### src/rtl/elevator_pkg.sv
// Shared codes, state/direction types and position helpers for the elevator
// controller and its call scheduler. Floor index 0..2 means floor1..floor3.
package elevator_pkg;

    localparam logic [1:0] REQ_NONE = 2'b00;
    localparam logic [1:0] REQ_F1   = 2'b01;
    localparam logic [1:0] REQ_F2   = 2'b10;
    localparam logic [1:0] REQ_F3   = 2'b11;

    localparam logic [1:0] POS_F1   = 2'b00;
    localparam logic [1:0] POS_F2   = 2'b01;
    localparam logic [1:0] POS_MOV2 = 2'b10;
    localparam logic [1:0] POS_F3   = 2'b11;

    typedef enum logic [1:0] {IDLE, TRAVEL, DOOR} state_t;
    typedef enum logic {DIR_UP = 1'b0, DIR_DOWN = 1'b1} dir_t;

    function automatic logic [1:0] expected_pos(input logic [1:0] idx);
        case (idx)
            2'd0:    return POS_F1;
            2'd1:    return POS_F2;
            default: return POS_F3;
        endcase
    endfunction

    function automatic logic [1:0] req_code(input logic [1:0] idx);
        return idx + 2'd1;
    endfunction

    function automatic logic [1:0] pos_to_idx(input logic [1:0] p);
        case (p)
            POS_F2:  return 2'd1;
            POS_F3:  return 2'd2;
            default: return 2'd0;
        endcase
    endfunction

endpackage

### src/rtl/elevator_call_scheduler_select.sv
// Collective target choice: keep going the current way while calls remain
// ahead (or at the current floor), otherwise reverse.
module call_target_select
    import elevator_pkg::*;
(
    input  logic [2:0] pending,
    input  logic [1:0] cur_floor,
    input  dir_t       dir,
    output logic [1:0] target,
    output dir_t       new_dir,
    output logic       valid
);

    logic found;

    always_comb begin
        target  = 2'd0;
        new_dir = dir;
        valid   = |pending;
        found   = 1'b0;
        if (dir == DIR_UP) begin
            // descending scan so the lowest qualifying floor is the last written
            for (int i = 2; i >= 0; i--) begin
                if (pending[i] && (2'(i) >= cur_floor)) begin
                    target = 2'(i);
                    found  = 1'b1;
                end
            end
            if (!found && valid) begin
                new_dir = DIR_DOWN;
                for (int i = 0; i < 3; i++) begin
                    if (pending[i] && (2'(i) < cur_floor)) target = 2'(i);
                end
            end
        end else begin
            for (int i = 0; i < 3; i++) begin
                if (pending[i] && (2'(i) <= cur_floor)) begin
                    target = 2'(i);
                    found  = 1'b1;
                end
            end
            if (!found && valid) begin
                new_dir = DIR_UP;
                for (int i = 2; i >= 0; i--) begin
                    if (pending[i] && (2'(i) > cur_floor)) target = 2'(i);
                end
            end
        end
    end

endmodule

### src/rtl/elevator_call_scheduler.sv
// Latches hall calls, dispatches one target at a time to the controller,
// detects arrival from its position code, then runs the door dwell.
//   state  | meaning
//   IDLE   | no target; dispatch when any call is pending
//   TRAVEL | floor request driven, waiting for arrival or timeout
//   DOOR   | door dwell after arrival
module elevator_call_scheduler
    import elevator_pkg::*;
#(
    parameter int DWELL_CYCLES   = 4,
    parameter int TIMEOUT_CYCLES = 16,
    parameter int CNT_W          = 5
) (
    input  logic       clk,
    input  logic       rst,
    input  logic [2:0] btn,
    input  logic [1:0] pos,
    output logic [1:0] floor,
    output logic [2:0] pending,
    output logic       busy,
    output logic       door_open,
    output logic       served,
    output logic       err
);

    localparam logic [CNT_W-1:0] DWELL_LAST   = CNT_W'(DWELL_CYCLES - 1);
    localparam logic [CNT_W-1:0] TIMEOUT_LAST = CNT_W'(TIMEOUT_CYCLES - 1);

    state_t           state, state_nx;
    dir_t             dir, dir_nx, sel_dir;
    logic [1:0]       cur_floor, target, target_nx, sel_target, floor_nx;
    logic [CNT_W-1:0] counter, counter_nx;
    logic [2:0]       pending_nx, absorb, clear, target_bit;
    logic             sel_valid, arrive, busy_nx, door_nx, served_nx, err_nx;

    call_target_select u_select (
        .pending   (pending),
        .cur_floor (cur_floor),
        .dir       (dir),
        .target    (sel_target),
        .new_dir   (sel_dir),
        .valid     (sel_valid)
    );

    assign target_bit = 3'b001 << target;
    assign arrive     = (pos == expected_pos(target));

    always_comb begin
        state_nx   = state;
        dir_nx     = dir;
        target_nx  = target;
        counter_nx = counter;
        floor_nx   = floor;
        busy_nx    = busy;
        door_nx    = door_open;
        served_nx  = 1'b0;
        err_nx     = 1'b0;
        absorb     = 3'b000;
        clear      = 3'b000;
        case (state)
            IDLE: begin
                floor_nx = REQ_NONE;
                if (sel_valid) begin
                    target_nx  = sel_target;
                    dir_nx     = sel_dir;
                    floor_nx   = req_code(sel_target);
                    counter_nx = '0;
                    busy_nx    = 1'b1;
                    state_nx   = TRAVEL;
                end
            end
            TRAVEL: begin
                absorb     = target_bit;
                counter_nx = counter + CNT_W'(1);
                if (arrive) begin
                    served_nx  = 1'b1;
                    clear      = target_bit;
                    floor_nx   = REQ_NONE;
                    door_nx    = 1'b1;
                    counter_nx = '0;
                    state_nx   = DOOR;
                end else if (counter == TIMEOUT_LAST) begin
                    err_nx     = 1'b1;
                    clear      = target_bit;
                    floor_nx   = REQ_NONE;
                    busy_nx    = 1'b0;
                    counter_nx = '0;
                    state_nx   = IDLE;
                end
            end
            DOOR: begin
                absorb     = target_bit;
                counter_nx = counter + CNT_W'(1);
                if (counter == DWELL_LAST) begin
                    door_nx    = 1'b0;
                    busy_nx    = 1'b0;
                    counter_nx = '0;
                    state_nx   = IDLE;
                end
            end
            default: state_nx = IDLE;
        endcase
        pending_nx = (pending | (btn & ~absorb)) & ~clear;
    end

    always_ff @(posedge clk) begin
        if (!rst) begin
            state     <= IDLE;
            dir       <= DIR_UP;
            cur_floor <= 2'd0;
            target    <= 2'd0;
            counter   <= '0;
            floor     <= REQ_NONE;
            pending   <= 3'b000;
            busy      <= 1'b0;
            door_open <= 1'b0;
            served    <= 1'b0;
            err       <= 1'b0;
        end else begin
            state     <= state_nx;
            dir       <= dir_nx;
            target    <= target_nx;
            counter   <= counter_nx;
            floor     <= floor_nx;
            pending   <= pending_nx;
            busy      <= busy_nx;
            door_open <= door_nx;
            served    <= served_nx;
            err       <= err_nx;
            // position code 10 is between floors, so the last floor is kept
            if (pos != POS_MOV2) cur_floor <= pos_to_idx(pos);
        end
    end

endmodule

### config.mk
export PLATFORM = sky130hd
export DESIGN_NAME = elevator_call_scheduler
export DESIGN_NICKNAME = d
export VERILOG_FILES = /design/src/rtl/elevator_pkg.sv /design/src/rtl/elevator_call_scheduler_select.sv /design/src/rtl/elevator_call_scheduler.sv
export SDC_FILE = /design/constraint.sdc
export NUM_CORES = 1
export LEC_CHECK = 0
export CORE_UTILIZATION = 25
export CTS_CLUSTER_SIZE = 12
export DETAILED_ROUTE_END_ITERATION = 12
export GPL_TIMING_DRIVEN = 0
export PLACE_DENSITY_LB_ADDON = 0.05
export SLEW_MARGIN = 20
export SYNTH_ARGS = -nofsm -noshare
export SYNTH_HDL_FRONTEND = slang
export SYNTH_SLANG_ARGS = --single-unit
### constraint.sdc
create_clock -name clk -period 1.8 [get_ports clk]
set_input_delay 0.54 -clock clk [delete_from_list [all_inputs] [get_ports clk]]
set_output_delay 0.54 -clock clk [all_outputs]
set_load 0.005 [all_outputs]
==> run_results.csv <==
group,metric,value,unit
floorplanning,fp-row-count,25,
logic_synthesis,syn_nets,161,
timing,hold_slack,0.457,ns
logic_synthesis,yosysWarningCount,0,
min_path,min_to,"busy",
timing,worst_slew_pin_slew,0.559,ns
critical_path,crit_buf_inv,1,
logic_synthesis,ys_seq_area_frac,0.336,
critical_path,cp_top_family,"flip-flops",
timing,slew_headroom,0.624,
layout,area_delta_synth_final,29.2,%
floorplanning,initial_core_util,0.263,
power_and_ir_drop,total_leakage_power,0.618,nW
power_and_ir_drop,power.density,887,nW/um2
detailed_routing,via_per_inst,4.92,
critical_path,startpoint_type,"flop",
min_path,hold_depth,2,
floorplanning,die-area,5290,um2
timing,rsz0062_at_grt,"yes",
timing,finalSetupViolCount,1,
detailed_routing,wl,3320,um
detailed_routing,vias,1157,
detailed_routing,first_iter_violations,57,
critical_path,path_cells,"ha_4, and3_4, ha_4, nand2b_4, a211oi_4, buf_12, nor3_4, mux2_2",
grt,grt_max_degree,12,
logic_synthesis,syn_avg_cell_area,8.50,um2
critical_path,crit_path_end_kind,"flop",
placed_design,pre_cts_ws,-0.428,ns
detailed_routing,wl_per_cell,14.1,um
cts,cts_root_buffer,"clkbuf_8",
layout,drive_above_1_share,0.179,
min_path,worstHoldStart,"busy",
critical_path,cp.required,1.95,ns
run,maxCapViolCount,0,
logic_synthesis,synthFlopType,"dfxtp_1",
critical_path,timing.rr.start,"counter[1]",
cts,clkLatencyLatePin,0.26,ns
floorplanning,die_w,72.7,um
grt,track_usage,0.138,
grt,grt_pass1_vias,1111,
detailed_routing,firstDrtPassIters,4,
cts,cts_num_sinks,21,
timing,period_minus_slack,1.80,ns
layout,nNetsFinal,183,
placed_design,port_buffers,14,
floorplanning,die_y,72.7,um
placed_design,gp_congestion,0.752,
logic_synthesis,synth_area,1250,um2
critical_path,r2r_cells,8,
layout,stdcell_area,1620,um2
grt,antenna_found_initial,0,
power_and_ir_drop,peakVddDrop,0.297,mV
cts,holdBufCountCts,0,
critical_path,critPathMaxStageDelay,0.37,ns
cts,cts_tree,"done",
critical_path,r2r_slack,-0.004,ns
cts,htreeDepth,1,
floorplanning,ios,16,
layout,n_antenna_cell,0,
logic_synthesis,synth-seq-cells,21,
logic_synthesis,synth_edf_count,0,
run_status,violations,"setup timing",
detailed_routing,post-route-drc-count,0,
timing,fmax,554,MHz
placed_design,dp_cells,228,
min_path,hp-class,"flop to flop",
timing,clock_skew,0.00247,ns
logic_synthesis,syn_inst,147,
grt,grt_pass1_wl,5560,um
run_status,status,"complete, but fails checks",
detailed_routing,postRouteAntennaNets,0,
cts,cts_buffer_depth,2,
timing,slew_violations,0,
timing,hold_viol,0,
cts,cts_buffers,3,
timing,setup_ws,-0.00377,ns
placed_design,placed_area,1490,um2
grt,globalRouteOverflowTotal,0,
layout,fin_cells,235,
cts,path_clk_slew,0.08,ns
critical_path,critPathArrivalTime,1.96,ns
critical_path,r2r-end,"state[1]",
timing,period_share,1.00,
logic_synthesis,synth_cell_type_count,46,
critical_path,criticalPathCategory,"flop to flop",
placed_design,dp_hpwl,2380,um
critical_path,path_common_cell,"ha_4",
floorplanning,placeableCoreArea,4750,um2
layout,layout_common_cells,"dfxtp_1 (19), clkdlybuf4s50_1 (13), inv_1 (12), a21oi_1 (12), nor2_1 (9)",
layout,layout_commonest_cell,"dfxtp_1",
critical_path,setup.worst_path.start,"counter[1]",
critical_path,crit_fanout,10,
critical_path,slowest_stage,"dfxtp_4",
logic_synthesis,ys_async_sr_fraction,0,
## cell families after synthesis
| logic type | Yosys count | synth area share |
|---|---|---|
| adders and majority gates | 7 | 0.0701 |
| muxes | 4 | 0.0330 |
| xor gates and xnor gates | 2 | 0.0140 |
| and+or+nand+nor | 44 | 0.200 |
| AOI/OAI and AO/OA | 47 | 0.270 |
| DFF | 21 | 0.336 |
| buffers and inverters | 22 | 0.0761 |
## metal layers
metal  share of wire  GRT usage  vias to the layer above  routed length [um]
li1                -          -                      577                   -
met5               0          0                        -                   0
met3           0.036     0.0235                        5                 119
met4           0.011     0.0479                        0                  36
met1            0.50      0.191                      546                1670
met2            0.45      0.216                       29                1500
## how the worst max path moves through the flow
stage | to | depth (start not counted)
floorplan | state[1] | 7
global placement | state[1] | 5
detailed placement | state[1] | 5
CTS | state[1] | 8
global route | state[1] | 8
finish | state[1] | 8
## state kept, by name (all words and copies together), names as in the netlist
| signal | count |
|---|---|
| cur_floor | 2 |
| floor | 2 |
| err | 1 |
| door_open | 1 |
| counter | 5 |
| pending | 3 |
| dir | 1 |
| busy | 1 |
| target | 2 |
| served | 1 |
| state | 2 |
## area by class of cell
type / instances / area, um2
Buffer: 10 / 51.3
Multi-Input combinational cell: 104 / 791
Fill cell: 521 / 3140
Inverter: 12 / 45.0
Sequential cell: 21 / 425
Timing Repair Buffer: 17 / 174
Clock buffer: 4 / 45.0
Tap cell: 67 / 83.8
## worst min-delay path, stage by stage, from the launching register on
cell     delay [ns]
dfxtp_1        0.31
nand2_1        0.05
mux2i_1        0.05
## power by group
part | internal [mW] | switching [mW] | total [mW]
Combinational | 0.271 | 0.299 | 0.570
Clock | 0.158 | 0.159 | 0.317
Sequential | 0.512 | 0.0328 | 0.545
Total | 0.941 | 0.491 | 1.43
## metrics by stage
stage | utilization | total power [mW] | TNS, ns
floorplan | - | 0.908 | 0
global placement | 0.314 | 1.08 | -3.45
detailed placement | 0.314 | 1.08 | -3.37
CTS | 0.333 | 1.44 | -0.0348
global route | 0.340 | 1.54 | -0.0352
finish | 0.340 | 1.43 | -0.00377
## timing repair
item	in CTS	in global routing
cloned	0	0
endpoints found under the setup margin	9	4
buffers inserted	2	1
endpoints found under the hold margin	0	0
resized for setup	6	6
pin swaps	1	1
## synth_stat cells (2+ instances only)
library cell / number / area share
a211oi_1: 3 / 0.018
o211ai_1: 3 / 0.018
nor3_1: 4 / 0.016
nor2_1: 9 / 0.027
nand2_1: 8 / 0.024
and3_1: 4 / 0.020
o31ai_1: 4 / 0.024
dfxtp_1: 21 / 0.34
inv_1: 12 / 0.036
buf_4: 2 / 0.012
nand3_1: 3 / 0.012
a21oi_1: 12 / 0.048
o22ai_1: 2 / 0.010
buf_2: 3 / 0.012
nor3b_1: 2 / 0.012
ha_1: 7 / 0.070
clkbuf_1: 4 / 0.012
nand2b_1: 7 / 0.035
o21ai_0: 6 / 0.024
mux2i_1: 3 / 0.024
o2111ai_1: 3 / 0.021
(Power assumes the default switching activity.)
